**src/rtl/lp_escape_tx_pkg.sv**
```systemverilog
// Shared C-PHY LP definitions: line states, escape FSM states, entry command codes.
// Reused by the receiver-side escape decoder.
package lp_escape_tx_pkg;

  // Line state is packed as {A, C}
  typedef logic [1:0] lp_line_t;

  localparam lp_line_t LP11 = 2'b11;
  localparam lp_line_t LP10 = 2'b10;
  localparam lp_line_t LP01 = 2'b01;
  localparam lp_line_t LP00 = 2'b00;

  typedef enum logic [2:0] {
    ST_STOP,
    ST_ENTRY,
    ST_CMD,
    ST_DATA,
    ST_PAUSE,
    ST_ULPS,
    ST_EXIT
  } esc_state_t;

  typedef enum logic [2:0] {
    CMD_LPDT,
    CMD_ULPS,
    CMD_TRIG0,
    CMD_TRIG1,
    CMD_TRIG2,
    CMD_TRIG3
  } esc_cmd_t;

  localparam logic [7:0] CODE_LPDT  = 8'b11100001;
  localparam logic [7:0] CODE_ULPS  = 8'b00011110;
  localparam logic [7:0] CODE_TRIG0 = 8'b01100010;
  localparam logic [7:0] CODE_TRIG1 = 8'b01011101;
  localparam logic [7:0] CODE_TRIG2 = 8'b00100001;
  localparam logic [7:0] CODE_TRIG3 = 8'b10100000;

  function automatic logic [7:0] cmd_code(input esc_cmd_t cmd);
    case (cmd)
      CMD_LPDT:  return CODE_LPDT;
      CMD_ULPS:  return CODE_ULPS;
      CMD_TRIG0: return CODE_TRIG0;
      CMD_TRIG1: return CODE_TRIG1;
      CMD_TRIG2: return CODE_TRIG2;
      default:   return CODE_TRIG3;
    endcase
  endfunction

  function automatic lp_line_t entry_line(input logic [1:0] phase);
    case (phase)
      2'd0:    return LP10;
      2'd1:    return LP00;
      2'd2:    return LP01;
      default: return LP00;
    endcase
  endfunction

endpackage

```
**src/rtl/lp_esc_bit_ser.sv**
```systemverilog
// 8-bit spaced-one-hot serializer: two half-bits per bit (mark, then LP-00 space).
// o_line_nxt is the line value for the following cycle so the parent can register it.
module lp_esc_bit_ser
  import lp_escape_tx_pkg::*;
(
  input  logic       i_clk,
  input  logic       i_rst,
  input  logic       i_load,
  input  logic [7:0] i_data,
  input  logic       i_lsb_first,
  output lp_line_t   o_line_nxt,
  output logic       o_done
);

  logic [7:0] r_shift;
  logic [3:0] r_half;
  logic       r_busy;
  logic       r_lsb;
  logic       w_first_bit;
  logic       w_next_bit;

  assign w_first_bit = i_lsb_first ? i_data[0] : i_data[7];
  assign w_next_bit  = r_lsb ? r_shift[1] : r_shift[6];
  assign o_done      = r_busy && (r_half == 4'd15);

  always_ff @(posedge i_clk or posedge i_rst) begin
    if (i_rst) begin
      r_shift <= '0;
      r_half  <= '0;
      r_busy  <= 1'b0;
      r_lsb   <= 1'b0;
    end else if (i_load) begin
      r_shift <= i_data;
      r_half  <= '0;
      r_busy  <= 1'b1;
      r_lsb   <= i_lsb_first;
    end else if (r_busy) begin
      r_half <= r_half + 4'd1;
      // advance to the next bit when leaving a space half
      if (r_half[0])
        r_shift <= r_lsb ? {1'b0, r_shift[7:1]} : {r_shift[6:0], 1'b0};
      if (r_half == 4'd15)
        r_busy <= 1'b0;
    end
  end

  always_comb begin
    o_line_nxt = LP00;
    if (i_load)
      o_line_nxt = {w_first_bit, ~w_first_bit};
    else if (r_busy && r_half[0] && (r_half != 4'd15))
      o_line_nxt = {w_next_bit, ~w_next_bit};
  end

endmodule

```
**src/rtl/lp_escape_tx.sv**
```systemverilog
// LP escape-mode transmitter: entry, command code, LPDT payload / ULPS / trigger, exit.
// All line outputs and handshakes come straight from flops driven by next-state decode.
module lp_escape_tx
  import lp_escape_tx_pkg::*;
#(
  parameter int TLPX = 2
) (
  input  logic       TxClkEsc,
  input  logic       Rst,
  input  logic       TxRequestEsc,
  input  logic       TxLpdtEsc,
  input  logic       TxUlpsEsc,
  input  logic [3:0] TxTriggerEsc,
  input  logic [7:0] TxDataEsc,
  input  logic       TxValidEsc,
  output logic       TxReadyEsc,
  output logic       LpA,
  output logic       LpC,
  output logic       Stopstate
);

  localparam logic [3:0] TLPX_M1 = 4'(TLPX - 1);

  esc_state_t r_state, w_state_nxt;
  esc_cmd_t   r_cmd, w_cmd_nxt, w_cmd_sel;
  logic [3:0] r_cnt, w_cnt_nxt;
  logic [1:0] r_phase, w_phase_nxt;
  lp_line_t   r_line, w_line_nxt;
  logic       r_stop;
  logic       r_ready, w_ready_nxt;
  logic       w_mode_any;
  logic       w_boundary;
  logic       w_ser_load;
  logic [7:0] w_ser_data;
  logic       w_ser_lsb;
  lp_line_t   w_ser_line;
  logic       w_ser_done;

  lp_esc_bit_ser u_ser (
    .i_clk       (TxClkEsc),
    .i_rst       (Rst),
    .i_load      (w_ser_load),
    .i_data      (w_ser_data),
    .i_lsb_first (w_ser_lsb),
    .o_line_nxt  (w_ser_line),
    .o_done      (w_ser_done)
  );

  assign w_mode_any = TxLpdtEsc | TxUlpsEsc | (|TxTriggerEsc);

  always_comb begin
    w_cmd_sel = CMD_TRIG3;
    if (TxLpdtEsc)            w_cmd_sel = CMD_LPDT;
    else if (TxUlpsEsc)       w_cmd_sel = CMD_ULPS;
    else if (TxTriggerEsc[0]) w_cmd_sel = CMD_TRIG0;
    else if (TxTriggerEsc[1]) w_cmd_sel = CMD_TRIG1;
    else if (TxTriggerEsc[2]) w_cmd_sel = CMD_TRIG2;
  end

  always_comb begin
    w_state_nxt = r_state;
    w_cmd_nxt   = r_cmd;
    w_cnt_nxt   = r_cnt;
    w_phase_nxt = r_phase;
    w_ready_nxt = 1'b0;
    w_ser_load  = 1'b0;
    w_ser_data  = TxDataEsc;
    w_ser_lsb   = 1'b1;
    w_boundary  = 1'b0;
    case (r_state)
      ST_STOP: begin
        if (TxRequestEsc && w_mode_any) begin
          w_state_nxt = ST_ENTRY;
          w_cmd_nxt   = w_cmd_sel;
          w_cnt_nxt   = TLPX_M1;
          w_phase_nxt = 2'd0;
        end
      end
      ST_ENTRY: begin
        if (r_cnt == 4'd0) begin
          w_cnt_nxt = TLPX_M1;
          if (r_phase == 2'd3) begin
            w_state_nxt = ST_CMD;
            w_ser_load  = 1'b1;
            w_ser_data  = cmd_code(r_cmd);
            w_ser_lsb   = 1'b0;
          end else begin
            w_phase_nxt = r_phase + 2'd1;
          end
        end else begin
          w_cnt_nxt = r_cnt - 4'd1;
        end
      end
      ST_CMD: begin
        if (w_ser_done) begin
          case (r_cmd)
            CMD_LPDT: w_boundary = 1'b1;
            CMD_ULPS: w_state_nxt = ST_ULPS;
            default: begin
              w_state_nxt = ST_EXIT;
              w_cnt_nxt   = TLPX_M1;
            end
          endcase
        end
      end
      ST_DATA:  w_boundary = w_ser_done;
      ST_PAUSE: w_boundary = 1'b1;
      ST_ULPS: begin
        if (!TxRequestEsc) begin
          w_state_nxt = ST_EXIT;
          w_cnt_nxt   = TLPX_M1;
        end
      end
      ST_EXIT: begin
        if (r_cnt == 4'd0) w_state_nxt = ST_STOP;
        else               w_cnt_nxt   = r_cnt - 4'd1;
      end
      default: w_state_nxt = ST_STOP;
    endcase
    // LPDT byte boundary: the request is only looked at here
    if (w_boundary) begin
      if (!TxRequestEsc) begin
        w_state_nxt = ST_EXIT;
        w_cnt_nxt   = TLPX_M1;
      end else if (TxValidEsc) begin
        w_state_nxt = ST_DATA;
        w_ser_load  = 1'b1;
        w_ser_data  = TxDataEsc;
        w_ser_lsb   = 1'b1;
        w_ready_nxt = 1'b1;
      end else begin
        w_state_nxt = ST_PAUSE;
      end
    end
  end

  always_comb begin
    w_line_nxt = LP11;
    case (w_state_nxt)
      ST_STOP:           w_line_nxt = LP11;
      ST_ENTRY:          w_line_nxt = entry_line(w_phase_nxt);
      ST_CMD, ST_DATA:   w_line_nxt = w_ser_line;
      ST_PAUSE, ST_ULPS: w_line_nxt = LP00;
      ST_EXIT:           w_line_nxt = LP10;
      default:           w_line_nxt = LP11;
    endcase
  end

  always_ff @(posedge TxClkEsc or posedge Rst) begin
    if (Rst) begin
      r_state <= ST_STOP;
      r_cmd   <= CMD_LPDT;
      r_cnt   <= '0;
      r_phase <= '0;
      r_line  <= LP11;
      r_stop  <= 1'b1;
      r_ready <= 1'b0;
    end else begin
      r_state <= w_state_nxt;
      r_cmd   <= w_cmd_nxt;
      r_cnt   <= w_cnt_nxt;
      r_phase <= w_phase_nxt;
      r_line  <= w_line_nxt;
      r_stop  <= (w_state_nxt == ST_STOP);
      r_ready <= w_ready_nxt;
    end
  end

  assign LpA        = r_line[1];
  assign LpC        = r_line[0];
  assign Stopstate  = r_stop;
  assign TxReadyEsc = r_ready;

endmodule
```
**config.mk**
```make
export PLATFORM = sky130hd
export DESIGN_NAME = lp_escape_tx
export DESIGN_NICKNAME = d
export VERILOG_FILES = /design/src/rtl/lp_escape_tx_pkg.sv /design/src/rtl/lp_esc_bit_ser.sv /design/src/rtl/lp_escape_tx.sv
export SDC_FILE = /design/constraint.sdc
export NUM_CORES = 1
export LEC_CHECK = 0
export ABC_AREA = 1
export CORE_AREA = 2 2 67 69
export DETAILED_ROUTE_END_ITERATION = 7
export DIE_AREA = 0 0 69 71
export PLACE_DENSITY = 0.75
export REMOVE_ABC_BUFFERS = 1
export SETUP_SLACK_MARGIN = 0.4
export SYNTH_ARGS = -nofsm -noshare
export SYNTH_HDL_FRONTEND = slang
export SYNTH_SLANG_ARGS = --single-unit
```
**constraint.sdc**
```tcl
create_clock -name TxClkEsc -period 3.2 [get_ports TxClkEsc]
set_input_delay 0.32 -clock TxClkEsc [delete_from_list [all_inputs] [get_ports TxClkEsc]]
set_output_delay 0.32 -clock TxClkEsc [all_outputs]
set_load 0.01 [all_outputs]
```
* After elaboration in Yosys (flattened, before gate mapping)
Cells that the tools add are included.
** Cells by class
- Add/sub/neg operators :: 3
- Equality and inequality tests :: 20
- Multiplexer cells :: 69
- Bitwise operators :: 4
- Reduce and logical (&&, ||, !) cells :: 18
** Operators by type and width (count)
- $mux W8 :: 10
- $mux W4 :: 10
- $pmux W8 S5 :: 1
- $mux W3 :: 13
- $mux W1 :: 23
- $eq A3 B3 Y1 const B :: 7
- $pmux W4 S5 :: 1
- $eq A3 B2 Y1 const B :: 6
- $pmux W3 S6 :: 1
- $mux W2 :: 5
- $eq A3 B1 Y1 const B :: 3
- $logic_not A3 Y1 :: 3
- $pmux W2 S2 :: 2
- $pmux W2 S4 :: 1
- $reduce_or A2 Y1 :: 4
- $pmux W3 S2 :: 1
- $add A4 B1 Y4 const B :: 1
- $eq A2 B2 Y1 const B :: 2
- $eq A4 B4 Y1 const B :: 1
- $logic_and A1 B1 Y1 :: 4
- $logic_not A4 Y1 :: 1
- $ne A4 B4 Y1 const B :: 1
- $reduce_and A2 Y1 :: 2
- $reduce_bool A2 Y1 :: 2
- other kinds (7) :: 9
** Word-level totals
- Flip-flop bits (word level) :: 30
- Input port bits :: 18
- Logic and storage cells :: 125

* Depth between registers and ports, before layout
Gate-level depths: netlist (run 1).
- Depth in word-level cells :: 12
- Gate-level depth with buffers :: 13

* By module
From an unflattened synthesis (run 1), not the netlist that was laid out.
** Second synthesis, totals
- Cells, all modules :: 312
- Area, all modules :: 2098.3 µm²
** By module, submodules not included
- lp_escape_tx :: instances 1, cells an instance 200, area each 1305.0 µm², seq. area each 404.1 µm²
- lp_esc_bit_ser :: instances 1, cells an instance 112, area each 793.3 µm², seq. area each 350.3 µm²

* Least setup slack after synthesis (run 1)
OpenSTA, ideal clock, no wires.
- Kind :: reg2reg
- Start point :: register u_ser.r_half[0]
- End point :: register u_ser.r_shift[3]
- Library setup time :: 0.118 ns
- Data arrival time :: 1.603 ns
- Path slack :: 1.479 ns
- Stages on the path, launching flop included :: 13
- Path buffers :: 1
- Path through :: dfrtp_1 > ha_1 > nand2_1 > nor2_2 > a21oi_2 > nand2_4 > nand2_4 > nand2_4 > nor2_4 > clkinv_2 > buf_6 > nand2_2 > o21ai_2
** On the way
- Longest elaborated chain between the ends :: 7
** RTL lines
- start: declaration :: RTL line lp_esc_bit_ser.sv:16 : logic [3:0] r_half;
- start signal: assignment :: RTL line lp_esc_bit_ser.sv:38 : r_half <= r_half + 4'd1;
- $eq A4 B4 Y1 :: RTL line lp_esc_bit_ser.sv:24 : assign o_done = r_busy && (r_half == 4'd15);
- $logic_and A1 B1 Y1 :: RTL line lp_esc_bit_ser.sv:24
- $mux W1 :: RTL line lp_escape_tx.sv:95 : if (w_ser_done) begin
- $pmux W1 S3 :: RTL line lp_escape_tx.sv:70 : case (r_state)
- $mux W1 :: RTL line lp_escape_tx.sv:121 : if (w_boundary) begin
- $reduce_bool A2 Y1 (no line)
- $reduce_and A2 Y1 (no line)
- end signal: assignment :: RTL line lp_esc_bit_ser.sv:33 : r_shift <= i_data;
- end signal: assignment :: RTL line lp_esc_bit_ser.sv:41 : r_shift <= r_lsb ? {1'b0, r_shift[7:1]} : {r_shift[6:0], 1'b0};
- end: declaration :: RTL line lp_esc_bit_ser.sv:15 : logic [7:0] r_shift;
Parallel ways exist; a longest one is shown, timed or not.
A chain may end at the register's enable or synchronous reset.

* Worst setup path in the final report (run 1)
- Start point :: register u_ser.r_half[0]
- End point :: register u_ser.r_shift[6]
The elaborated chain is that of the path after synthesis.

==> out/metrics.csv, run 1 <==
stage;metric;value;unit
drt;drtAntennaViolNets;0;
die;start_util;0.523;
sta;finalMaxSlewViolations;0;
place;gp_congestion;0.917;
clocking;post_cts_buffers;0;
place;io_buffers;21;
die;die_x;69;microns
sta;skew;9.81;ps
global_routing;grt_overflow;0;
sta;worst_slew_pin_slew;371;ps
synthesis;syn-cell-area;2200;sq um
run;cap_violations;0;
clocking;clockBufferDepth;2;
drt;dr.pass1.iters;4;
synthesis;synth_top_flop_cell;dfrtp_1;
sta;finalHoldViolCount;0;
sta;finalSetupViolations;0;
sta;tns;0;ps
power;power_leakage;1.34;nW
clocking;ctsHoldBuffers;0;
layout;layout_commonest_cell;nand2_1;
worst_setup_path;cp_max_fo;11;
sta;period_share;0.657;
layout;layout-drive-gt1-share;0.0989;
synthesis;ys_ff_latch;30;
worst_setup_path;cp-start-kind;flop;
clocking;clockRootBuffer;clkbuf_8;
global_routing;grt_util_met2;0.364;
run_status;outcome;finished, final reports clean;
global_routing;grt-busiest-layer;met2;
global_routing;antenna_found_initial;0;
drt;drc;0;
clocking;cts_buffers;5;
synthesis;syn_avg_cell_area;6.68;sq um
synthesis;synth.distinct_cells;33;
clocking;cts_tree;yes;
power;peakVddDrop;0.444;mV
sta;fin_crit;2100;ps
die;die_h;71;microns
worst_setup_path;critical_path_arrival;2280;ps
layout;layout.nets;374;
drt;viasPerCell;5.18;
sta;slew_headroom;0.753;
layout;layout_common_cells;119 x nand2_1, 41 x inv_1, 32 x nand3_1;
synthesis;synth_edf_count;0;
global_routing;grt_max_degree;31;
drt;vias;2102;
clocking;htreeDepth;2;
sta;rsz0062_at_grt;false;
global_routing;track_usage;0.225;
die;fp-row-count;24;
synthesis;yosysSeqAreaShare;0.343;
hold_path;min_path_type;in2async;
clocking;clkTransAtPathRegs;70;ps
drt;wl_per_cell;12.1;microns
sta;timing.fmax;476;MHz
global_routing;grt_pass1_vias;1994;
die;core_area;4200;sq um
synthesis;syn_inst;329;
die;die_area;4900;sq um
worst_setup_path;crit_type;reg2reg;
synthesis;async_flop_share;1.00;
layout;synthToLayoutAreaGrowth;15.9;%
drt;wl;4930;microns
synthesis;ys_warn_count;0;
global_routing;use_met1;0.310;
clocking;cts_resized;0;
die;design.portCount;22;
power;p_per_area;938;nW/um^2
worst_setup_path;endpoint_kind;flop;
global_routing;met3_usage;0.0513;
clocking;cts.sinks;30;
drt;initialDrtViolationCount;161;
layout;antenna_cells;0;
global_routing;grt_pass1_wl;8930;microns
worst_setup_path;required;3380;ps
clocking;clock_latency;290;ps
place;dp_hpwl;3810;microns
sta;hold_ws;393;ps
==> cells by family after synthesis <==
logic type / Yosys count / share of synthesized area
xor gates and xnor gates: 3 / 0.0120
muxes: 1 / 0.00455
buffers and inverters: 50 / 0.102
adders and majority gates: 3 / 0.0171
AOI/OAI and AO/OA: 47 / 0.126
DFF: 30 / 0.343
and+or+nand+nor: 195 / 0.395
==> final timing paths <==
kind,startpoint,endpoint,cells after the start,slack (ps)
max,u_ser.r_half[0],u_ser.r_shift[6],11,1100
min,Rst,r_state[2],3,390
max reg2reg,u_ser.r_half[0],u_ser.r_shift[6],11,1100
min reg2reg,u_ser.r_shift[7],u_ser.r_shift[7],2,520
max in group asynchronous,Rst,r_line[0],3,2490
min in group TxClkEsc,u_ser.r_shift[7],u_ser.r_shift[7],2,520
==> metrics by stage <==
stage | total power [mW] | cell area, sq um | worst slack (ps) | utilization | instances
after detailed placement | 1.99 | 2430 | 1100 | 0.579 | 398
after global placement | 1.97 | 2430 | 1110 | 0.579 | 398
after floorplan | 1.68 | 2150 | 1390 | - | 324
after CTS | 2.40 | 2550 | 1090 | 0.606 | 406
final | 2.39 | 2550 | 1100 | 0.606 | 406
after global routing | 2.66 | 2550 | 932 | 0.606 | 406
==> Yosys cell counts, types with 2 or more instances <==
cell / count / area, sq um
buf_6: 4 / 45.0
o211ai_1: 4 / 30.0
nand3_1: 32 / 160
o21ai_2: 4 / 35.0
nor3_1: 3 / 15.0
xor2_1: 3 / 26.3
dfrtp_1: 27 / 676
nand2_4: 3 / 33.8
a21oi_1: 7 / 35.0
nor2_2: 5 / 31.3
nand4_1: 4 / 25.0
o21ai_0: 25 / 125
nand2_1: 119 / 447
inv_2: 2 / 7.51
a21boi_0: 2 / 15.0
nand2_2: 3 / 18.8
dfstp_2: 3 / 78.8
nor2_1: 22 / 82.6
inv_1: 41 / 154
ha_1: 3 / 37.5
==> sequential cells by signal, summed over array words and instances, names as in the netlist <==
signal and flops:
r_line 2, r_cmd 3, r_phase 2, u_ser.r_half 4, r_cnt 4, u_ser.r_shift 8
Stopstate 1, r_state 3, u_ser.r_busy 1, TxReadyEsc 1, u_ser.r_lsb 1
==> critical path, cell delays in order, from the launching register on <==
cell      delay [ps]
dfrtp_1          400
ha_1             210
nand2_1          140
nor2_2           100
a21oi_2          190
nand2_4          120
nand2_4          160
nand2_4          120
nor2_4           160
clkinv_2         200
nand2_1          130
o21ai_2           50
==> where the power goes <==
part	switching [mW]	total, mW	internal [mW]
combinational	0.819	1.28	0.459
clock	0.149	0.403	0.254
sequential	0.152	0.710	0.558
total	1.12	2.39	1.27
==> per-layer routing <==
layer  vias up  share of wire
met4         0         0.0091
met5         -              0
met1       947           0.49
met2        47           0.45
li1       1102              -
met3         6          0.045
==> layout make-up <==
cell class                 count  area, sq um
clock buffer                   7         86.3
clock inverter                 1         30.0
fill                         417         1660
inverter                      45          175
multi-input combinational    249         1220
sequential                    30          754
tap                           52         65.1
timing repair buffer          22          218
(Power assumes the default switching activity.)
==> inputs of run 2 (changes only) <==
--- a/config.mk
+++ b/config.mk
@@ -6,10 +6,10 @@
 export NUM_CORES = 1
 export LEC_CHECK = 0
 export ABC_AREA = 1
-export CORE_AREA = 2 2 67 69
+export CORE_AREA = 2 2 69 71
 export DETAILED_ROUTE_END_ITERATION = 7
-export DIE_AREA = 0 0 69 71
-export PLACE_DENSITY = 0.75
+export DIE_AREA = 0 0 71 73
+export PLACE_DENSITY = 0.74
 export REMOVE_ABC_BUFFERS = 1
 export SETUP_SLACK_MARGIN = 0.4
 export SYNTH_ARGS = -nofsm -noshare
==> constraint.sdc (replaced) <==
create_clock -name TxClkEsc -period 1.7 [get_ports TxClkEsc]
set_input_delay 0.17 -clock TxClkEsc [delete_from_list [all_inputs] [get_ports TxClkEsc]]
set_output_delay 0.17 -clock TxClkEsc [all_outputs]
set_load 0.01 [all_outputs]
==> out/metrics.csv, run 2 (same netlist as run 1, synthesis figures left out) <==
stage;metric;value;unit;change
worst_setup_path;required;1920;ps;-1460 ps
sta;slew_headroom;0.740;;-0.0129
layout;layout_common_cells;99 x nand2_1, 36 x buf_4, 34 x inv_1;;
clocking;clockBufferDepth;2;;unchanged
global_routing;grt_pass1_wl;9950;microns;+11%
die;start_util;0.485;;-0.0382
clocking;ctsHoldBuffers;0;;unchanged
sta;setup_ws;-89.2;ps;-1190 ps
drt;vias;2376;;+13%
sta;finalSetupViolations;5;;+5
worst_setup_path;path_cells;inv_2 > ha_4 > buf_6 > nand3_4 > buf_4 > o21ai_0 > o21ai_0 > o21ai_2 > a21oi_1;;
run_status;failed_checks;negative setup slack;;
run;cap_violations;0;;unchanged
drt;dr.pass1.iters;4;;unchanged
layout;layout-drive-gt1-share;0.341;;+0.242
power;total_power;5.97;mW;+150%
place;gp_congestion;0.911;;-0.68%
worst_setup_path;cp-start-kind;flop;;
worst_setup_path;crit_family;compound AO/OA/AOI/OAI gates;;
place;io_buffers;21;;unchanged
sta;finalMaxSlewViolations;0;;unchanged
clocking;clkTransAtPathRegs;70;ps;about the same
worst_setup_path;cp_max_fo;6;;-5
worst_setup_path;timing.rr.start;r_cnt[1];;
worst_setup_path;crit_type;reg2reg;;
worst_setup_path;critPathLaunch;r_cnt[1];;
run_status;outcome;finished with violations;;
layout;largestRegisters;u_ser.r_shift: 8 flops, r_cnt: 4 flops, u_ser.r_half: 4 flops;;
worst_setup_path;cpMostUsedCell;o21ai_0;;
die;die_x;71;microns;+2.9%
sta;period_share;1.05;;+0.396
worst_setup_path;endpoint_kind;flop;;
sta;skew;8.22;ps;-1.59 ps
die;die_area;5180;sq um;+5.8%
sta;fin_crit;1790;ps;-312 ps
layout;regMostFlops;u_ser.r_shift;;
global_routing;grt_pass1_vias;2312;;+16%
sta;timing.fmax;559;MHz;+17%
power;p_comb_frac;0.672;;+0.138
layout;layout.nets;422;;+13%
drt;wl_per_cell;13.6;microns;+12%
layout;largest_reg_flops;8;;unchanged
place;dp_hpwl;4050;microns;+6.2%
drt;wl;6220;microns;+26%
die;core_area;4540;sq um;+7.9%
drt;drc;0;;unchanged
clocking;cts.sinks;30;;unchanged
layout;antenna_cells;0;;unchanged
global_routing;grt_max_degree;31;;unchanged
global_routing;grt_overflow;0;;unchanged
layout;synthToLayoutAreaGrowth;47.0;%;
sta;rsz0062_at_grt;true;;
worst_setup_path;critical_path_arrival;2000;ps;-280 ps
power;power_switching;2.85;mW;+150%
sta;tns;-119;ps;-119 ps
power;swShare;0.478;;+0.00951
drt;viasPerCell;5.21;;+0.64%
power;p_seq_frac;0.226;;-0.071
worst_setup_path;slowest_delay;360;ps;-40 ps
hold_path;min_path_type;in2async;;
clocking;clock_latency;290;ps;about the same
worst_setup_path;worst-path-buf-inv;3;;+2
clocking;clockRootBuffer;clkbuf_8;;
sta;finalHoldViolCount;0;;unchanged
drt;initialDrtViolationCount;155;;-3.7%
global_routing;antenna_found_initial;0;;unchanged
layout;layout_commonest_cell;nand2_1;;
die;die_h;73;microns;+2.8%
drt;drtAntennaViolNets;0;;unchanged
clocking;htreeDepth;2;;unchanged
power;peakVddDrop;0.981;mV;+120%
sta;worst_slew_pin_slew;390;ps;+19.3 ps
die;fp-row-count;25;;+4.2%
worst_setup_path;critPathSlowestCell;dfrtp_1;;
layout;fillers;360;;-14%
die;design.portCount;22;;unchanged
global_routing;track_usage;0.243;;+0.0183
clocking;cts_tree;yes;;
power;internal_power;3.12;mW;+150%
power;power_leakage;1.67;nW;+25%
clocking;cts_buffers;5;;unchanged
power;p_per_area;1850;nW/um^2;+97%
power;p_clk_frac;0.102;;-0.067
[run 2: cell count changes in the layout (fill, tap and decap cells not counted), sizes merged]
cell / before / now
clkinv: 2 / 4
clkdlybuf4s50: 21 / 17
dlymetal6s2s: 0 / 1
dlygate4sd2: 0 / 3
buf: 1 / 48
clkinvlp: 0 / 1
bufinv: 1 / 0
clkbuf: 7 / 6
[run 2: repair_timing]
item | 4_1_cts | 5_1_grt
endpoints found under the hold margin | 0 | 0
endpoints found under the setup margin | 33 | 31
setup buffers | 9 | 4
pin swaps | 16 | 20
resized for setup | 55 | 48
gates cloned | 1 | 0
[run 2: area by class of cell]
type	count	area [sq um]	area share
repair buffers	69	614	0.190
multi-input cells	249	1500	0.465
flip-flops and latches	30	757	0.234
well taps	54	67.6	0.0209
clock buffers	6	82.6	0.0256
clock inverters	2	12.5	0.00387
inverters	45	186	0.0577
repair inverters	1	8.76	0.00271
[run 2: path summary, 6_finish.rpt]
kind	slack (ps)	end	cells after the start
max in group asynchronous	1120	r_line[0]	3
hold / removal	250	r_cnt[3]	3
hold reg to reg	520	u_ser.r_shift[7]	2
setup reg to reg	-90	r_cnt[1]	9
setup / recovery	-90	r_cnt[1]	9
min in group TxClkEsc	510	u_ser.r_shift[7]	3
[run 2: power by group through the flow]
stage          sequential [mW]  clock (mW)  combinational [mW]
2_1_floorplan             1.30           0                1.86
3_3_place_gp              1.30           0                2.80
3_5_place_dp              1.31           0                2.85
4_1_cts                   1.31       0.614                3.36
5_1_grt                   1.38       0.641                4.42
6_report                  1.35       0.608                4.01
[run 2: per-stage QoR]
step / cells / worst slack, ps / hold WS [ps] / instance area, sq um / util
2_1_floorplan: 324 / -108 / 259 / 2150 / -
3_3_place_gp: 434 / -25.3 / 490 / 2690 / 0.593
3_5_place_dp: 434 / -47.4 / 485 / 2690 / 0.593
4_1_cts: 452 / 26.7 / 269 / 3020 / 0.665
5_1_grt: 456 / -163 / 293 / 3230 / 0.713
6_report: 456 / -89.2 / 250 / 3230 / 0.713
[run 2: worst register-to-register path: stages, from the launching register on]
cell	delay, ps
dfrtp_1	360
inv_2	60
ha_4	170
buf_6	120
nand3_4	140
buf_4	140
o21ai_0	140
o21ai_0	360
o21ai_2	90
a21oi_1	140
[run 2: metal layers]
layer  up-vias  track usage  routed length [microns]
met5         -            0                        0
met2        47        0.434                     3190
met4         0        0.111                      184
li1       1195            -                        -
met1      1116        0.287                     2660
met3        18       0.0401                      188
